## src/rtl/uart_rx.sv

```systemverilog
// 8N1 serial receiver: 2-flop synchronizer, mid-bit sampling FSM, one-entry
// holding register with valid/ack handshake and sticky framing/overrun flags.
module uart_rx (
  input  logic        i_clk,
  input  logic        i_rst,
  input  logic [11:0] CLKTOBAUDRATE,
  input  logic        i_uart_rx,
  output logic [7:0]  o_rx_byte,
  output logic        o_rx_valid,
  input  logic        i_rx_ack,
  output logic        o_rx_busy,
  output logic        o_frame_err,
  output logic        o_overrun,
  input  logic        i_err_clr
);

  typedef enum logic [2:0] {
    IDLE  = 3'd0,
    START = 3'd1,
    DATA  = 3'd2,
    STOP  = 3'd3,
    BREAK = 3'd4
  } state_t;

  state_t      state;
  logic [11:0] cnt;
  logic [2:0]  idx;
  logic [7:0]  shreg;
  logic        sync1;
  logic        rx_s;

  logic [11:0] half;
  logic        half_hit;
  logic        bit_hit;
  logic        complete;
  logic        frame_set;

  assign half      = {1'b0, CLKTOBAUDRATE[11:1]};
  assign half_hit  = (cnt == half - 12'd1);
  assign bit_hit   = (cnt == CLKTOBAUDRATE - 12'd1);
  assign complete  = (state == STOP) && bit_hit && rx_s;
  assign frame_set = (state == STOP) && bit_hit && !rx_s;
  assign o_rx_busy = (state != IDLE);

  // Line idles high, so the synchronizer resets to 1 to avoid a fake start bit.
  always_ff @(posedge i_clk or posedge i_rst) begin
    if (i_rst) begin
      sync1 <= 1'b1;
      rx_s  <= 1'b1;
    end else begin
      sync1 <= i_uart_rx;
      rx_s  <= sync1;
    end
  end

  always_ff @(posedge i_clk or posedge i_rst) begin
    if (i_rst) begin
      state <= IDLE;
      cnt   <= '0;
      idx   <= '0;
      shreg <= '0;
    end else begin
      case (state)
        IDLE: begin
          cnt <= '0;
          if (!rx_s) state <= START;
        end
        START: begin
          if (half_hit) begin
            cnt   <= '0;
            idx   <= '0;
            state <= rx_s ? IDLE : DATA;
          end else begin
            cnt <= cnt + 12'd1;
          end
        end
        DATA: begin
          if (bit_hit) begin
            shreg <= {rx_s, shreg[7:1]};
            cnt   <= '0;
            if (idx == 3'd7) state <= STOP;
            else             idx   <= idx + 3'd1;
          end else begin
            cnt <= cnt + 12'd1;
          end
        end
        STOP: begin
          if (bit_hit) begin
            cnt   <= '0;
            state <= rx_s ? IDLE : BREAK;
          end else begin
            cnt <= cnt + 12'd1;
          end
        end
        BREAK: begin
          cnt <= '0;
          if (rx_s) state <= IDLE;
        end
        default: begin
          state <= IDLE;
          cnt   <= '0;
          idx   <= '0;
        end
      endcase
    end
  end

  always_ff @(posedge i_clk or posedge i_rst) begin
    if (i_rst) begin
      o_rx_byte   <= '0;
      o_rx_valid  <= 1'b0;
      o_frame_err <= 1'b0;
      o_overrun   <= 1'b0;
    end else begin
      if (i_err_clr) begin
        o_frame_err <= 1'b0;
        o_overrun   <= 1'b0;
      end
      // NOTE: with non-blocking assignments the last write in the block wins,
      // so the set terms below take priority over the clear above.
      if (frame_set) o_frame_err <= 1'b1;
      if (complete) begin
        if (!o_rx_valid || i_rx_ack) begin
          o_rx_byte  <= shreg;
          o_rx_valid <= 1'b1;
        end else begin
          o_overrun <= 1'b1;
        end
      end else if (i_rx_ack && o_rx_valid) begin
        o_rx_valid <= 1'b0;
      end
    end
  end

endmodule

```

## config.mk

```make
export PLATFORM = sky130hd
export DESIGN_NAME = uart_rx
export DESIGN_NICKNAME = d
export VERILOG_FILES = /design/src/rtl/uart_rx.sv
export SDC_FILE = /design/constraint.sdc
export NUM_CORES = 1
export LEC_CHECK = 0
export ABC_AREA = 0
export CAP_MARGIN = 15
export CORE_MARGIN = 3
export CORE_UTILIZATION = 40
export DETAILED_ROUTE_END_ITERATION = 6
export PLACE_DENSITY_LB_ADDON = 0.2
export SYNTH_ARGS = -nofsm -noshare
export SYNTH_HDL_FRONTEND = slang
export SYNTH_SLANG_ARGS = --single-unit
```

## constraint.sdc

```tcl
create_clock -name i_clk -period 3 [get_ports i_clk]
set_clock_uncertainty 0.05 [all_clocks]
set_input_delay 0.9 -clock i_clk [delete_from_list [all_inputs] [get_ports i_clk]]
set_output_delay 0.9 -clock i_clk [all_outputs]
set_load 0.01 [all_outputs]
```

==> results of run 1 <==
[layer usage]
metal / part of all wire [%] / vias up
met5: 0 / -
li1: - / 1011
met3: 2.7 / 9
met1: 48 / 994
met4: 1.4 / 0
met2: 48 / 27
[area by class of cell]
class                   count  area share, %
multi-input cells         187           47.4
repair buffers             75           18.6
clock buffers               8           2.27
well taps                  75           2.66
inverters                  12           1.35
flip-flops and latches     39           27.8
[kinds of logic (layout without fill, tap and decap cells)]
logic type / after synthesis / in the layout / share of synthesized area (%)
AO/OA/AOI/OAI: 30 / 30 / 9.05
XOR/XNOR: 40 / 40 / 13.9
adder cells (fa/ha/maj): 5 / 5 / 2.49
buffers and inverters: 26 / 95 / 4.52
flip-flops: 39 / 39 / 38.9
multiplexers: 23 / 23 / 11.3
AND/OR/NAND/NOR: 89 / 89 / 19.9
[metrics by stage]
| step | std cells | power [mW] | hold slack, ns | instance area (sq um) | setup slack (ns) |
|---|---|---|---|---|---|
| after global routing | 396 | 1.74 | 0.318 | 3520 | -0.233 |
| after floorplan | 252 | 0.981 | 0.295 | 2530 | -0.381 |
| after detailed placement | 380 | 1.17 | 0.300 | 3120 | -0.946 |
| final | 396 | 1.63 | 0.308 | 3520 | -0.170 |
| after global placement | 380 | 1.17 | 0.297 | 3120 | -0.950 |
| after CTS | 394 | 1.57 | 0.310 | 3350 | -0.257 |
[worst max-delay path by stage]
| stage | startpoint | endpoint | slack (ns) |
|---|---|---|---|
| 3_5_place_dp | CLKTOBAUDRATE[0] | shreg[7]$_DFFE_PP0P_ | -0.95 |
| 5_1_grt | CLKTOBAUDRATE[1] | cnt[3]$_DFF_PP0_ | -0.23 |
| 2_1_floorplan | CLKTOBAUDRATE[4] | shreg[0]$_DFFE_PP0P_ | -0.38 |
| 6_report | CLKTOBAUDRATE[1] | state[0]$_DFFE_PP0P_ | -0.17 |
| 3_3_place_gp | CLKTOBAUDRATE[0] | shreg[3]$_DFFE_PP0P_ | -0.95 |
| 4_1_cts | CLKTOBAUDRATE[4] | state[0]$_DFFE_PP0P_ | -0.26 |
[placed cells by master, fill, tap and decap left out, drive strengths merged, types with 9 or more instances in the layout]
cell type,count
nand3,14
buf,51
nor2,24
nor3,10
clkbuf,10
nand2,9
xnor2,24
mux2,19
dfrtp,37
xor2,16
inv,12
clkdlybuf4s50,19
[flip-flops by register name (all words and copies together) (netlist names)]
name / cells
cnt: 12
o_rx_byte: 8
o_rx_valid: 1
o_frame_err: 1
o_overrun: 1
shreg: 8
state: 3
sync1: 1
rx_s: 1
idx: 3
[where the power goes]
| group | leakage (nW) | internal, mW | switching, mW | total, mW |
|---|---|---|---|---|
| clock network | 0.0395 | 0.165 | 0.174 | 0.339 |
| registers | 0.527 | 0.578 | 0.0728 | 0.651 |
| logic | 0.985 | 0.318 | 0.326 | 0.644 |
| total | 1.55 | 1.06 | 0.573 | 1.63 |
[timing repair]
item                       4_1_cts  5_1_grt
setup endpoints to repair       37       37
pin swaps                       20       16
resized for setup               48       46
cloned                           1        0
setup buffers                    5        4
==> run_results.csv, run 1 <==
group,metric,value,unit
status,status,"complete, but fails checks",
status,violations,"negative setup slack",
timing,setup_slack,-0.170,ns
worst_setup_path,start_kind,"input pin",
cts,cts_hold_buffers,0,
worst_setup_path,cpMostUsedCell,"buf_6",
worst_setup_path,crit_slowest_cell,"or4_4",
yosys,ys_types,55,
routing,routed-via-count,2041,
floorplanning,die_x,85.3,um
global_route,gr-usage-met2,25.6,%
cts,cts_sinks,39,
yosys,syn-num-nets,274,
worst_hold_path,hold_end,"rx_s$_DFF_PP1_",
final_layout,num_antenna_cells,0,
routing,drc,0,
floorplanning,die_area,0.00728,sq mm
routing,dr.pass1.iters,4,
final_layout,fillCellCount,513,
floorplanning,core-area,0.00599,sq mm
worst_setup_path,r2r.worst_path.cells,8,
worst_setup_path,cp_max_fo,3,
global_route,antenna_found_initial,0,
cts,cts.clk_slew.worst_paths,0.07,ns
routing,ant_nets,0,
yosys,ys_ff_latch,39,
yosys,synth_common_cells,"dfrtp_1 (37), xnor2_1 (24), nor2_1 (23)",
worst_setup_path,crit_type,"in -> reg",
flow_run,max_cap_violations,0,
timing,rsz0062_at_grt,"true",
worst_setup_path,crit_buf_inv,4,
worst_setup_path,crit_family,"simple AND/OR/NAND/NOR gates",
yosys,synthTopCellsByArea,"dfrtp_1 (37%), xnor2_1 (8.3%), xor2_1 (5.6%)",
routing,vias_per_cell,5.15,
floorplanning,rows,28,
yosys,synthFlopType,"dfrtp_1",
final_layout,nets,342,
timing,maxSlewViolCount,0,
routing,routedWlPerCell,14.9,um
worst_setup_path,end_kind,"flop",
final_layout,syn_to_final_growth,40.0,%
power_and_ir_drop,peakVddDrop,311,uV
global_route,track_usage,16.3,%
cts,cts_buffers,5,
timing,fin_crit,3.17,ns
yosys,yosysSeqAreaShare,38.9,%
yosys,synth.avg_cell_area,9.99,sq um
cts,clockBufferDepth,2,
global_route,use_met3,3.01,%
yosys,yosysTopAreaCell,"dfrtp_1",
worst_setup_path,r2r-end,"state[0]$_DFFE_PP0P_",
routing,dr.first_iter.drc_count,93,
timing,finalHoldViolCount,0,
global_route,grt-ovfl-total,0,
worst_setup_path,cp.required,3.13,ns
final_layout,fin_util,58.8,%
timing,final.setup.tns,-3.47,ns
final_layout,multi_input_area,0.00167,sq mm
cts,cts-root-buf,"clkbuf_8",
yosys,synth_top_area_share,36.8,%
worst_setup_path,cp_cell_sequence,"buf_6, inv_4, buf_6, ha_4, nand2b_4, or4_4, nor2_4, o2bb2a_4, or4_4, buf_6, a211oi_4, mux2_4",
yosys,synth_cells,252,
yosys,synth.most_common_cell,"dfrtp_1",
global_route,grt_max_degree,40,
timing,tightest_slew,0.536,ns
yosys,async_reset_ff_share,100,%
final_layout,regArea,978,sq um
timing,final.period_utilization,106,%
floorplanning,pin_count,29,
global_route,first_global_vias,2038,
worst_hold_path,hold_start,"sync1$_DFF_PP1_",
timing,relSlewSlack,64.2,%
cts,cts_max_level,2,
placed_design,hpwlAfterDp,4.11,mm
worst_setup_path,worstSetupPathDepth,12,
global_route,top_usage_layer,"met2",
yosys,synthesis.area,0.00252,sq mm
timing,setup_viol,30,
power_and_ir_drop,leakagePower,1.55,nW
placed_design,io_buffers,28,
worst_setup_path,rr_startpoint,"cnt[3]$_DFF_PP0_",
worst_hold_path,whs_path_depth,0,
yosys,synth_edf_count,0,
power_and_ir_drop,p_per_area,464,mW/mm^2
global_route,grt_first_pass_wirelength,9.55,mm
worst_setup_path,slowest_delay,0.52,ns
floorplanning,die_y,85.3,um
floorplanning,initial_core_util,42.0,%
worst_setup_path,worst_ep_arrival_time,3.29,ns
placed_design,place_congestion,0.805,
worst_hold_path,min_path_type,"reg -> reg",
routing,wl,5.88,mm
worst_setup_path,ff2ff_setup_slack,0.35,ns
global_route,grt_use_met1,22.7,%
cts,cts_tree,"built",
final_layout,drive_gt1_share,37.7,%
yosys,yosys_warnings,0,
cts,clock_latency,0.29,ns
timing,max_freq,0.315,GHz
(Power assumes the default switching activity.)
==> run 2: changes to the inputs <==
CORE_ASPECT_RATIO = 1.4   (was default)
==> run 2 against run 1 <==
Net effect:
- the flow still finishes with violations (negative setup slack)
- sequential power grew 3.4%
- die area is 0.18% higher
- core utilization fell by 0.97 points
- critical endpoint is now cnt[11]$_DFF_PP0_
- largest cell class unchanged
==> run_results.csv, run 2 (synthesis results as in run 1) <==
group,metric,value,unit
status,status,"complete, but fails checks",
status,violations,"negative setup slack",
final_layout,mostFrequentLayoutCells,"buf_4 (41), dfrtp_1 (37), xnor2_1 (23)",
worst_setup_path,end_kind,"flop",
worst_hold_path,hold_start,"sync1$_DFF_PP1_",
worst_setup_path,cp_cell_sequence,"buf_8, or3_4, or4_4, nor2_4, o2bb2a_4, or4_4, a211oi_4, buf_4, buf_6, nor2_1",
final_layout,num_antenna_cells,0,
power_and_ir_drop,leakagePower,1.53,nW
worst_setup_path,worst_ep_arrival_time,3.31,ns
placed_design,place_area,0.00311,sq mm
global_route,grt-ovfl-total,0,
timing,setup_viol,29,
routing,dr.pass1.iters,4,
final_layout,largest_reg_flops,12,
global_route,first_global_vias,1954,
timing,tightest_slew,0.472,ns
timing,setup_slack,-0.173,ns
cts,cts_tree,"built",
worst_setup_path,cp.required,3.13,ns
worst_setup_path,slowest_delay,0.55,ns
timing,max_freq,0.315,GHz
placed_design,place_inst,374,
worst_hold_path,min_path_type,"reg -> reg",
floorplanning,pin_count,29,
floorplanning,die_y,99.9,um
timing,finalHoldViolCount,0,
timing,fin_crit,3.17,ns
power_and_ir_drop,peakVddDrop,233,uV
worst_setup_path,crit_slowest_cell,"or4_4",
timing,maxSlewViolCount,0,
floorplanning,initial_core_util,42.0,%
routing,vias_per_cell,5.07,
power_and_ir_drop,p_per_area,467,mW/mm^2
final_layout,design_area,0.00346,sq mm
timing,final.setup.tns,-3.42,ns
timing,final.period_utilization,106,%
cts,cts_buffers,5,
cts,cts_max_level,2,
final_layout,fillCellCount,514,
worst_setup_path,cp_max_fo,6,
worst_setup_path,crit_type,"in -> reg",
cts,clock_latency,0.29,ns
routing,routedWlPerCell,14.0,um
worst_setup_path,r2r.worst_path.cells,9,
timing,rsz0062_at_grt,"true",
final_layout,final_common_cell,"buf_4",
placed_design,hpwlAfterDp,4.09,mm
routing,dr.first_iter.drc_count,95,
final_layout,syn_to_final_growth,37.6,%
floorplanning,core-area,0.00599,sq mm
floorplanning,rows,33,
worst_setup_path,start_kind,"input pin",
cts,cts-root-buf,"clkbuf_8",
routing,routed-via-count,1973,
placed_design,place_congestion,0.799,
floorplanning,die_x,73.0,um
final_layout,fin_cells,389,
routing,ant_nets,0,
worst_hold_path,whs_path_depth,0,
worst_setup_path,ff2ff_setup_slack,0.48,ns
floorplanning,die_area,0.00729,sq mm
global_route,track_usage,15.7,%
flow_run,max_cap_violations,0,
final_layout,top_regs,"cnt (12), o_rx_byte (8), shreg (8)",
cts,cts_sinks,39,
final_layout,regMostFlops,"cnt",
placed_design,io_buffers,28,
worst_setup_path,cpMostUsedCell,"or4_4",
global_route,antenna_found_initial,0,
worst_setup_path,r2r-end,"cnt[11]$_DFF_PP0_",
global_route,grt_first_pass_wirelength,9.00,mm
worst_setup_path,rr_startpoint,"cnt[3]$_DFF_PP0_",
global_route,grt_max_degree,40,
cts,clockBufferDepth,2,
routing,wl,5.45,mm
worst_hold_path,hold_end,"rx_s$_DFF_PP1_",
power_and_ir_drop,finalPower,1.62,mW
final_layout,nets,340,
timing,relSlewSlack,68.5,%
final_layout,drive_gt1_share,36.7,%
cts,cts.clk_slew.worst_paths,0.08,ns
routing,drc,0,
placed_design,place_ws,-0.884,ns
run 2: cell types whose count changed in the layout (fill, tap and decap cells not counted), moves of 3 or more:
cell    before  now
buf_4       37   41
nor3_2       0    3
buf_6       11    5
nor2_4       2    6
nor2_2       8    2
run 2: how the worst max path moves through the flow:
stage | from | end | slack (ns) | cells after the start
floorplan | CLKTOBAUDRATE[4] | shreg[0]$_DFFE_PP0P_ | -0.38 | 9
global placement | CLKTOBAUDRATE[2] | shreg[2]$_DFFE_PP0P_ | -0.86 | 10
detailed placement | CLKTOBAUDRATE[2] | shreg[3]$_DFFE_PP0P_ | -0.88 | 10
CTS | CLKTOBAUDRATE[5] | state[0]$_DFFE_PP0P_ | -0.21 | 8
global route | CLKTOBAUDRATE[5] | cnt[11]$_DFF_PP0_ | -0.20 | 10
finish | CLKTOBAUDRATE[5] | cnt[11]$_DFF_PP0_ | -0.17 | 10
run 2: area by class of cell:
type / instances / area [sq um] / share of cell area [%]
timing repair buffer: 73 / 616 / 17.8
clock buffer: 7 / 86.3 / 2.49
inverter: 12 / 45.0 / 1.30
clock inverter: 1 / 8.76 / 0.253
tap: 70 / 87.6 / 2.53
sequential: 39 / 978 / 28.3
multi-input combinational: 187 / 1640 / 47.4
run 2: routing by layer:
| metal | track usage (%) | vias to the layer above | wire (um) |
|---|---|---|---|
| li1 | - | 1005 | - |
| met1 | 18.8 | 935 | 2300 |
| met2 | 27.7 | 29 | 2950 |
| met3 | 2.61 | 4 | 159 |
| met4 | 5.54 | 0 | 48 |
| met5 | 0 | - | 0 |
run 2: critical path: cells and delay by family:
kind | cells | cell delay, ns
AO/OA/AOI/OAI | 2 | 0.50
buffers and inverters | 3 | 0.38
AND/OR/NAND/NOR | 5 | 1.52
run 2: repair_timing:
action	CTS	global route
pin swaps	13	19
endpoints found under the setup margin	37	36
gates cloned	0	1
buffers inserted	4	3
resized for setup	58	26
hold buffers	0	0
run 2: report_power, final:
group          switching (mW)  internal, mW
combinational           0.281         0.295
sequential             0.0956         0.577
clock                   0.181         0.188
run 2: per-stage QoR:
step | hold WS (ns) | utilization (%)
after floorplan | 0.295 | -
after global placement | 0.300 | 52.0
after global routing | 0.314 | 57.8
after CTS | 0.309 | 56.3
final | 0.307 | 57.8
after detailed placement | 0.298 | 52.0
==> run 3: changes to the inputs <==
CAP_MARGIN = 10   (was 15)
CORE_UTILIZATION = 56   (was 40)
==> run 3 against run 2 <==
Net effect:
- the run still ends with negative setup slack left
- core utilization up 23 points
- first-iteration DRC count grew 34%
- clock-buffer cell count decreased by 2
- clock power increased by 17%
- maximum frequency grew 3.6%
- total power up 3.3%
- combinational power fell by 3%
- critical path depth decreased by 2
- critical path type unchanged
- critical endpoint is now shreg[0]$_DFFE_PP0P_
==> run_results.csv, run 3 (synthesis results as in run 1) <==
group,metric,value,unit
timing,maxSlewViolCount,0,
placed_design,place_congestion,0.944,
power_and_ir_drop,p_per_area,482,mW/mm^2
final_layout,final_common_cell,"buf_4",
timing,setup_viol,16,
floorplanning,initial_core_util,58.9,%
routing,routedWlPerCell,16.2,um
routing,dr.pass1.iters,4,
global_route,grt_max_degree,40,
worst_setup_path,crit_type,"in -> reg",
worst_setup_path,crit_family,"simple AND/OR/NAND/NOR gates",
global_route,first_global_vias,2131,
routing,ant_nets,0,
power_and_ir_drop,switching_share,34.2,%
worst_hold_path,min_path_type,"reg -> reg",
timing,relSlewSlack,59.8,%
global_route,track_usage,24.0,%
final_layout,num_antenna_cells,0,
floorplanning,pin_count,29,
routing,drc,0,
timing,setup_slack,-0.0614,ns
cts,cts_buffers,5,
final_layout,regMostFlops,"cnt",
timing,final.setup.tns,-0.517,ns
placed_design,io_buffers,28,
worst_setup_path,slowest_delay,0.45,ns
timing,fin_crit,3.06,ns
cts,cts-root-buf,"clkbuf_8",
power_and_ir_drop,finalPower,1.67,mW
placed_design,place_inst,363,
timing,rsz0062_at_grt,"true",
flow_run,max_cap_violations,0,
cts,cts_max_level,2,
worst_setup_path,start_kind,"input pin",
timing,max_freq,0.327,GHz
power_and_ir_drop,p_comb_share,33.4,%
status,status,"complete, but fails checks",
floorplanning,die_y,85.3,um
power_and_ir_drop,power_frac_seq,40.6,%
placed_design,hpwlAfterDp,4.21,mm
worst_setup_path,cp_cell_sequence,"buf_6, or3_4, or4_4, nor2_4, o2bb2a_4, or4_4, or2_4, mux2_4",
worst_setup_path,worst_ep_arrival_time,3.19,ns
placed_design,place_area,0.00309,sq mm
worst_setup_path,cpMostUsedCell,"or4_4",
routing,routed-via-count,2103,
worst_setup_path,cp.required,3.13,ns
cts,cts.clk_slew.worst_paths,0.08,ns
global_route,antenna_found_initial,0,
timing,tightest_slew,0.602,ns
floorplanning,rows,28,
final_layout,nets,337,
final_layout,drive_gt1_share,35.8,%
global_route,grt_first_pass_wirelength,10.2,mm
power_and_ir_drop,leakagePower,1.53,nW
final_layout,largest_reg_flops,12,
final_layout,fin_cells,376,
final_layout,syn_to_final_growth,37.6,%
routing,dr.max_layer_used,"met4",
timing,final.period_utilization,102,%
power_and_ir_drop,p_sw,0.571,mW
final_layout,design_area,0.00346,sq mm
final_layout,fin_util,81.1,%
status,violations,"negative setup slack",
timing,finalHoldViolCount,0,
power_and_ir_drop,pwr-share-clk,25.9,%
floorplanning,die_x,62.7,um
routing,vias_per_cell,5.59,
power_and_ir_drop,p_int,1.10,mW
routing,met2_wirelength,3.15,mm
cts,clock_latency,0.29,ns
worst_setup_path,crit_buf_inv,1,
routing,wl_met3,214,um
final_layout,mostFrequentLayoutCells,"buf_4 (38), dfrtp_1 (37), nor2_1 (23)",
global_route,grt-ovfl-total,0,
cts,cts_sinks,39,
cts,cts_hold_buffers,0,
routing,dr.first_iter.drc_count,127,
floorplanning,die_area,0.00535,sq mm
routing,wl,6.10,mm
worst_setup_path,end_kind,"flop",
cts,clockBufferDepth,2,
worst_setup_path,cp_max_fo,8,
routing,wl_met1,2.44,mm
cts,cts_tree,"built",
floorplanning,core-area,0.00427,sq mm
power_and_ir_drop,peakVddDrop,250,uV
final_layout,top_regs,"cnt (12), o_rx_byte (8), shreg (8)",
worst_setup_path,crit_slowest_cell,"or4_4",
==> run 3: per-stage QoR <==
| stage | hold slack, ns | setup slack [ns] |
|---|---|---|
| 3_3_place_gp | 0.296 | -0.831 |
| 6_report | 0.308 | -0.0614 |
| 3_5_place_dp | 0.298 | -0.914 |
| 5_1_grt | 0.310 | -0.111 |
| 2_1_floorplan | 0.295 | -0.381 |
| 4_1_cts | 0.309 | -0.229 |
==> run 3: power by group through the flow <==
stage / logic, mW / registers, mW / clock network, mW
after floorplan: 0.363 / 0.619 / 0
after global placement: 0.464 / 0.676 / 0
after detailed placement: 0.478 / 0.678 / 0
after CTS: 0.519 / 0.675 / 0.440
after global routing: 0.613 / 0.689 / 0.466
final: 0.559 / 0.679 / 0.433
==> run 3: final timing paths <==
path	depth (start not counted)	end	startpoint	slack, ns
hold / removal	0	rx_s$_DFF_PP1_	sync1$_DFF_PP1_	0.31
setup / recovery	8	shreg[0]$_DFFE_PP0P_	CLKTOBAUDRATE[4]	-0.06
min in group asynchronous	3	o_rx_byte[0]$_DFFE_PP0P_	i_rst	0.96
max in group asynchronous	3	rx_s$_DFF_PP1_	i_rst	1.58
setup reg to reg	7	shreg[0]$_DFFE_PP0P_	cnt[3]$_DFF_PP0_	0.46
hold reg to reg	0	rx_s$_DFF_PP1_	sync1$_DFF_PP1_	0.31
==> run 3: repair_timing <==
action | in CTS | in global routing
buffers inserted | 4 | 1
resized for setup | 49 | 33
setup endpoints to repair | 37 | 37
pin swaps | 10 | 16
==> run 3: cell type report <==
class                   count  area, sq um
multi-input cells         187         1660
flip-flops and latches     39          978
fillers                   262          810
repair buffers             70          592
well taps                  60         75.1
clock buffers               5         68.8
inverters                  12         50.0
clock inverters             3         43.8
==> run 3: per-layer routing <==
metal,GRT usage [%],vias to the layer above
li1,-,999
met1,28.0,1020
met2,43.5,63
met3,3.05,21
met4,11.2,0
met5,0,-
